[src/rtl/i2s_pkg.sv]
// i2s_pkg: shared defaults, channel encoding and serializer state type for the I2S master
package i2s_pkg;
    localparam int   DATA_W_DEF   = 12;
    localparam int   HALF_DIV_DEF = 32;
    localparam logic LEFT         = 1'b0;
    localparam logic RIGHT        = 1'b1;
    typedef enum logic {IDLE, RUN} state_t;
endpackage

[src/rtl/i2s_master_bit_clk_gen.sv]
// bit_clk_gen: divides clk into a 50% duty bclk and flags the cycle on which bclk falls
module bit_clk_gen
    import i2s_pkg::*;
#(
    parameter int HALF_DIV = HALF_DIV_DEF
) (
    input  logic clk,
    input  logic rst,
    output logic bclk,
    output logic fall_en
);
    localparam int CW = $clog2(HALF_DIV);
    logic [CW-1:0] cnt;
    logic          wrap;
    assign wrap    = cnt == CW'(HALF_DIV - 1);
    assign fall_en = wrap && bclk;
    always_ff @(posedge clk or posedge rst) begin
        if (rst) begin
            cnt  <= '0;
            bclk <= 1'b0;
        end else begin
            cnt  <= wrap ? '0 : cnt + 1'b1;
            bclk <= bclk ^ wrap;
        end
    end
endmodule

[src/rtl/i2s_master.sv]
// i2s_master: standard I2S transmitter; serializes left/right samples MSB-first behind a divided bit clock
module i2s_master
    import i2s_pkg::*;
#(
    parameter int DATA_W   = DATA_W_DEF,
    parameter int HALF_DIV = HALF_DIV_DEF
) (
    input  logic              clk,
    input  logic              rst,
    input  logic              enable,
    input  logic [DATA_W-1:0] right_audio,
    input  logic [DATA_W-1:0] left_audio,
    output logic              bclk,
    output logic              lrclk,
    output logic              sdata,
    output logic              right_n_left
);
    localparam int BW = $clog2(DATA_W);
    logic              fall_en, ch;
    state_t            state, state_n;
    logic [BW-1:0]     bit_cnt, bit_cnt_n;
    logic [DATA_W-1:0] shift, shift_n;
    logic              lrclk_n, sdata_n, rnl_n;
    bit_clk_gen #(.HALF_DIV(HALF_DIV)) u_bclk (
        .clk     (clk),
        .rst     (rst),
        .bclk    (bclk),
        .fall_en (fall_en)
    );
    always_ff @(posedge clk or posedge rst) begin
        if (rst) begin
            state        <= IDLE;
            bit_cnt      <= '0;
            shift        <= '0;
            lrclk        <= LEFT;
            sdata        <= 1'b0;
            right_n_left <= LEFT;
        end else begin
            state        <= state_n;
            bit_cnt      <= bit_cnt_n;
            shift        <= shift_n;
            lrclk        <= lrclk_n;
            sdata        <= sdata_n;
            right_n_left <= rnl_n;
        end
    end
    // At slot start the old word's LSB is still in the top bit, so sdata always takes shift's MSB
    always_comb begin
        state_n   = state;
        bit_cnt_n = bit_cnt;
        shift_n   = shift;
        lrclk_n   = lrclk;
        sdata_n   = sdata;
        rnl_n     = right_n_left;
        ch        = (state == IDLE) ? LEFT : ~lrclk;
        if (fall_en) begin
            if (!enable) begin
                state_n   = IDLE;
                bit_cnt_n = '0;
                shift_n   = '0;
                lrclk_n   = LEFT;
                sdata_n   = 1'b0;
                rnl_n     = LEFT;
            end else begin
                state_n   = RUN;
                sdata_n   = shift[DATA_W-1];
                bit_cnt_n = (bit_cnt == BW'(DATA_W - 1)) ? '0 : bit_cnt + 1'b1;
                if (bit_cnt == '0) begin
                    lrclk_n = ch;
                    shift_n = (ch == RIGHT) ? right_audio : left_audio;
                end else begin
                    shift_n = shift << 1;
                    rnl_n   = (bit_cnt == BW'(1)) ? lrclk : right_n_left;
                end
            end
        end
    end
endmodule

[config.mk]
export PLATFORM = sky130hd
export DESIGN_NAME = i2s_master
export DESIGN_NICKNAME = d
export VERILOG_FILES = /design/src/rtl/i2s_pkg.sv /design/src/rtl/i2s_master_bit_clk_gen.sv /design/src/rtl/i2s_master.sv
export SDC_FILE = /design/constraint.sdc
export NUM_CORES = 1
export LEC_CHECK = 0
export ABC_AREA = 1
export ABC_CLOCK_PERIOD_IN_PS = 1900
export BUFFER_PORTS_ARGS = -buffer_cell sky130_fd_sc_hd__buf_2
export CAP_MARGIN = 10
export CORE_UTILIZATION = 53
export DETAILED_ROUTE_END_ITERATION = 12
export PLACE_DENSITY = 0.78
export SLEW_MARGIN = 20
export SYNTH_ARGS = -nofsm -noshare
export SYNTH_HDL_FRONTEND = slang
export SYNTH_HIERARCHICAL = 1
export SYNTH_SLANG_ARGS = --single-unit
[constraint.sdc]
create_clock -name clk -period 1.9 [get_ports clk]
set_input_delay 0.19 -clock clk [delete_from_list [all_inputs] [get_ports clk]]
set_output_delay 0.19 -clock clk [all_outputs]
set_load 0.01 [all_outputs]
==> results.txt, run 1 <==
Type of the worst setup path - flop to flop
Post-route DRC - 0
Iter 0 DRT Violations - 27
Die area - 0.00304 mm²
Setup TNS - 0 ns
Slew Limit Fails - 0
R2R Path Start - u_bclk/cnt[0]
CTS tree - yes
Num rows - 18
Routed wire per std cell - 11.3 µm
TritonCTS Buffers - 3
Synth Register Bits - 26
I/O pins - 31
Largest net degree at the start of global routing - 21
Setup ws final - 0.154 ns
Antenna fix cells - 0
H-tree depth - 1
Share of layout cells above drive strength 1 - 22.3%
Critical path launch point - u_bclk/cnt[0]
P per Cell Area - 514 mW/mm²
Synth Cell Area - 0.00150 mm²
Seq/Total Area, Yosys - 43.4%
Area Growth Syn to Fin - 16.6%
Gp weighted congestion - 0.795
Root Driver - clkbuf_4
Unrepaired setup endpoints after global routing - no
Crit path capture type - flop
Worst relative slew slack - 49.8%
Max Buffers Root-to-Sink - 2
Worst EP arrival - 1.97 ns
Yosys warnings - 6
Tot GR Track Use - 22.1%
Leak pwr - 0.954 nW
Max rail drop VDD - 0.440 mV
First-pass DRT Iterations - 4
Vias - 1377
Die Y - 55.2 µm
Antenna violation net count after detailed routing - 0
Status - complete, no violations
Critical Path RT - 2.12 ns
Initial Util - 58.3%
Final setup fails - 0
Clock Skew - 0.00171 ns
FMAX - 0.573 GHz
CP Launch Type - flop
Buffers on Ports - 30
Clock Latency Late Sink - 0.31 ns
Sink Count - 26
Routed vias/inst - 5.14
Pre-CTS WS - 0.109 ns
Filler cells - 219
CP max FO - 7
Half-perimeter wire length after placement - 2160 µm
Primary FF master, synth - dfrtp_1
NumNets Final - 272
Initial antenna violation count - 0
Hold crit path type - input pin to flop
Unique cell type count in the Yosys netlist - 25
Worst Tran Pin Value - 0.752 ns
Die W - 55.2 µm
MaxCap Viol Count - 0
Fin. Hold Viols - 0
Crit share post-route - 91.9%
Gr ovfl total - 0
Clk slew on worst S/H paths - 0.14 ns
Avg Inst Size Synth - 7.27 µm²
Hold Startpoint - left_audio[0]
Post-synth EDFFs - 0
Net Count, Synth - 239
First-pass GRT wire length - 4800 µm
Async SR Flop Fraction - 100%
Crit path time final - 1.75 ns
Drt total wl - 3030 µm
Number of global-route vias before repair - 1109
Core ar. - 0.00257 mm²
Mapped Cells - 206
==> sequential cells by signal (all words and copies together) (netlist names) <==
| name | cells |
|---|---|
| shift | 12 |
| u_bclk/cnt | 5 |
| bit_cnt | 4 |
| lrclk | 1 |
| right_n_left | 1 |
| sdata | 1 |
| state | 1 |
| u_bclk/bclk | 1 |
==> power breakdown <==
| group | leakage (nW) | internal [W] | switching [W] |
|---|---|---|---|
| combinational | 0.668 | 0.0000336 | 0.0000348 |
| sequential | 0.265 | 0.000553 | 0 |
| clock | 0.0210 | 0.000117 | 0.000159 |
| total | 0.954 | 0.000704 | 0.000194 |
==> per-layer routing <==
metal / GRT usage (%) / wire (µm) / vias to the layer above
li1: - / - / 706
met1: 29.8 / 1400 / 628
met2: 37.6 / 1470 / 41
met3: 3.28 / 142 / 2
met4: 5.00 / 13 / 0
met5: 0 / 0 / -
==> Yosys cell counts, types with 2 or more instances <==
cell,number,area (µm²)
nand2_1,98,368
o21ai_0,4,20.0
nand3_1,26,130
inv_2,2,7.51
buf_2,8,40.0
inv_1,12,45.0
nor2_1,7,26.3
ha_1,6,75.1
nor2_4,2,22.5
dfrtp_1,26,651
==> placed cells by master, fill, tap and decap left out, types with 2 or more instances in the layout <==
master,Yosys,final
nor2_1,7,7
buf_2,8,30
nand2_1,98,98
clkbuf_4,0,3
o21ai_0,4,4
buf_4,0,6
ha_1,6,5
inv_2,2,4
nor2_4,2,2
dfrtp_1,26,26
nand3_1,26,26
inv_1,12,9
==> worst max-delay path: stages, from the launching register on <==
cell and delay (ns):
dfrtp_1 0.40, ha_1 0.18, nand2_1 0.07, nor2_1 0.14, ha_2 0.23, nand2_1 0.07
inv_2 0.10, clkinvlp_4 0.17, buf_4 0.18, nand2_1 0.05, nand2_1 0.06
==> timing repair <==
| item | CTS | global route |
|---|---|---|
| hold endpoints to repair | 6 | 0 |
| endpoints found under the setup margin | 0 | 10 |
| hold buffers | 1 | 0 |
| buffers inserted | 0 | 4 |
| gates resized for setup | 0 | 4 |
==> worst paths after layout <==
check	endpoint	slack (ns)	cells after the start
worst max-delay path	state	0.15	10
worst min-delay path	shift[0]	0.20	5
worst max register to register	state	0.15	10
worst min register to register	u_bclk/cnt[0]	0.48	1
max in group asynchronous	sdata	0.89	3
min in group asynchronous	u_bclk/cnt[4]	0.32	3
==> cell type report <==
class                      count  area [µm²]  share of cell area, %
clock buffer                   4        36.3                   2.08
inverter                      15        60.1                   3.44
multi-input combinational    155         737                   42.2
sequential                    26         651                   37.2
tap                           30        37.5                   2.15
timing repair buffer          38         225                   12.9
==> metrics by stage <==
stage	std cells	utilization [%]	instance area [µm²]	hold slack (ns)	power (W)
6_report	268	68.0	1750	0.204	0.000898
5_1_grt	268	68.0	1750	0.235	0.000935
4_1_cts	264	66.1	1700	0.210	0.000904
3_5_place_dp	259	64.3	1650	0.124	0.000632
3_3_place_gp	259	64.3	1650	0.109	0.000630
2_1_floorplan	206	-	1500	-0.0190	0.000601
==> cell families (layout without fill, tap and decap cells) <==
group | count (synthesis) | after routing | synth area share, %
compound gates | 9 | 9 | 3.51
buf+inv | 25 | 57 | 7.52
fa+ha+maj | 6 | 6 | 5.01
xor+xnor | 1 | 1 | 0.585
simple gates | 139 | 139 | 39.9
flops | 26 | 26 | 43.4
(Power assumes the default switching activity.)
==> inputs of run 2 (changes only) <==
--- a/config.mk
+++ b/config.mk
@@ -11,7 +11,7 @@
 export CAP_MARGIN = 10
 export CORE_UTILIZATION = 53
 export DETAILED_ROUTE_END_ITERATION = 12
-export PLACE_DENSITY = 0.78
+export PLACE_DENSITY_LB_ADDON = 0.3
 export SLEW_MARGIN = 20
 export SYNTH_ARGS = -nofsm -noshare
 export SYNTH_HDL_FRONTEND = slang
==> results.txt, run 2 (synthesis gave the netlist of run 1 again) <==
R2R Path Start - u_bclk/cnt[0]
First-pass DRT Iterations - 6 (+2)
Routed wire per std cell - 11.1 µm (-1.4%)
Tot GR Track Use - 22.0% (-0.16 points)
Sink Count - 26 (unchanged)
Worst relative slew slack - 49.8% (about the same)
NumNets Final - 273 (+0.37%)
WHS Path Cells - 5 (unchanged)
Most used cell, CP - nand2_1
Layout Cells excl Fill - 269 (+0.37%)
Area Growth Syn to Fin - 16.5% (about the same)
TritonCTS Buffers - 3 (unchanged)
Routed vias/inst - 4.99 (-2.8%)
Share of layout cells above drive strength 1 - 23.0% (+0.74 points)
CTS tree - yes
Drt total wl - 3000 µm (-0.99%)
Clock Skew - 0.00355 ns (+0.00184 ns)
Max rail drop VDD - 0.595 mV (+35%)
Die area - 0.00304 mm² (unchanged)
First-pass GRT wire length - 4700 µm (-2.0%)
Crit share post-route - 90.9% (-1.0 points)
Die Y - 55.2 µm (unchanged)
Fin. Hold Viols - 0 (unchanged)
Largest net degree at the start of global routing - 21 (unchanged)
FMAX - 0.579 GHz (+1.1%)
Crit path time final - 1.73 ns (-0.0190 ns)
RR Endpoint - shift[11]
Final setup fails - 0 (unchanged)
Half-perimeter wire length after placement - 2040 µm (-5.6%)
Clock Latency Late Sink - 0.32 ns (about the same)
Max Buffers Root-to-Sink - 2 (unchanged)
WP buf/inv - 3 (unchanged)
Gp weighted congestion - 0.858 (+8.0%)
Max reg flops - 12 (unchanged)
DP Cell Count - 258 (-0.39%)
Worst path top cell family by delay - buffers and inverters
Commonest non-fill, non-tap cell in the layout - nand2_1
Initial Util - 58.3% (unchanged)
Vias - 1343 (-2.5%)
Slew Limit Fails - 0 (unchanged)
CP Launch Type - flop
Placed cell area - 0.00164 mm² (-0.45%)
Leak pwr - 0.950 nW (-0.37%)
Hold Path End - shift[0]
Hold crit path type - input pin to flop
Worst Tran Pin Value - 0.752 ns (-0.0000118 ns)
Buffers on Ports - 30 (unchanged)
H-tree depth - 1 (unchanged)
Slowest stage delay, CP - 0.40 ns (about the same)
Post-route cell area - 0.00175 mm² (about the same)
Status - complete, no violations
Root Driver - clkbuf_4
Antenna fix cells - 0 (unchanged)
FF-to-FF path depth - 10 (unchanged)
Type of the worst setup path - flop to flop
Clk slew on worst S/H paths - 0.14 ns (about the same)
Gr ovfl total - 0 (unchanged)
Largest registers - shift: 12 flops, u_bclk/cnt: 5 flops, bit_cnt: 4 flops
Hold Startpoint - left_audio[0]
Crit path capture type - flop
Reg with most FFs - shift
Critical Path RT - 2.13 ns (about the same)
Setup TNS - 0 ns (unchanged)
I/O pins - 31 (unchanged)
Antenna violation net count after detailed routing - 0 (unchanged)
Core ar. - 0.00257 mm² (unchanged)
Cell Chain, Critical Path - ha_1, nand2_1, nor2_2, ha_2, nand2_1, inv_2, clkinvlp_4, clkbuf_2, nand2_1, nand2_1
Most frequent cells in the layout - nand2_1, buf_2, nand3_1, dfrtp_1, inv_1
Flop2flop setup slack - 0.17 ns (+0.02 ns)
Filler cells - 240 (+9.6%)
Iter 0 DRT Violations - 38 (+41%)
P per Cell Area - 518 mW/mm² (+0.75%)
Number of global-route vias before repair - 1030 (-7.1%)
CP max FO - 7 (unchanged)
Die W - 55.2 µm (unchanged)
MaxCap Viol Count - 0 (unchanged)
Util after Layout - 68.0% (about the same)
Worst hold slack - 0.208 ns (+0.00329 ns)
Worst EP arrival - 1.96 ns (about the same)
Num rows - 18 (unchanged)
Initial antenna violation count - 0 (unchanged)
CP max-delay cell - dfrtp_1
Post-route DRC - 0 (unchanged)
run 2: worst max-delay path by stage:
stage,slack (ns),from,cells after the start,end
finish,0.17,u_bclk/cnt[0],10,shift[11]
global route,-0.009,u_bclk/cnt[0],10,shift[11]
CTS,0.07,u_bclk/cnt[0],9,lrclk
detailed placement,0.08,u_bclk/cnt[0],9,lrclk
global placement,0.21,u_bclk/cnt[0],8,sdata
floorplan,0.26,u_bclk/cnt[0],11,shift[0]
run 2: metrics by stage:
stage                     total power [W]  setup slack (ns)
final                            0.000904             0.173
after global routing             0.000950          -0.00890
after CTS                        0.000914            0.0742
after detailed placement         0.000632            0.0808
after global placement           0.000631             0.209
after floorplan                  0.000601             0.259
run 2: per-layer routing:
metal / GRT usage, % / up-vias / routed length [µm]
met4: 5.00 / 0 / 32
met3: 4.92 / 4 / 149
li1: - / 710 / -
met5: 0 / - / 0
met2: 32.7 / 34 / 1390
met1: 32.4 / 595 / 1420
run 2: final cells by class:
type / count / area, µm² / share of cell area [%]
multi-input combinational: 155 / 739 / 42.4
tap: 30 / 37.5 / 2.15
timing repair buffer: 39 / 221 / 12.7
sequential: 26 / 651 / 37.3
clock buffer: 4 / 36.3 / 2.08
inverter: 15 / 60.1 / 3.44
run 2: tightest hold or removal path, stage by stage:
cell and delay [ns]:
buf_2 0.08, nor2_1 0.04, nor2_1 0.10, nand2_1 0.06
nand2_1 0.05
run 2: power by group:
part	internal [W]	switching (W)	total (W)
registers	0.000553	0	0.000553
logic	0.0000336	0.0000348	0.0000684
clock network	0.000117	0.000165	0.000282
total	0.000704	0.000200	0.000904
run 2: repair_timing:
action | 4_1_cts | 5_1_grt
setup buffers | 0 | 6
resized for setup | 0 | 7
hold buffers | 1 | 0
endpoints found under the hold margin | 6 | 0
setup endpoints to repair | 0 | 19
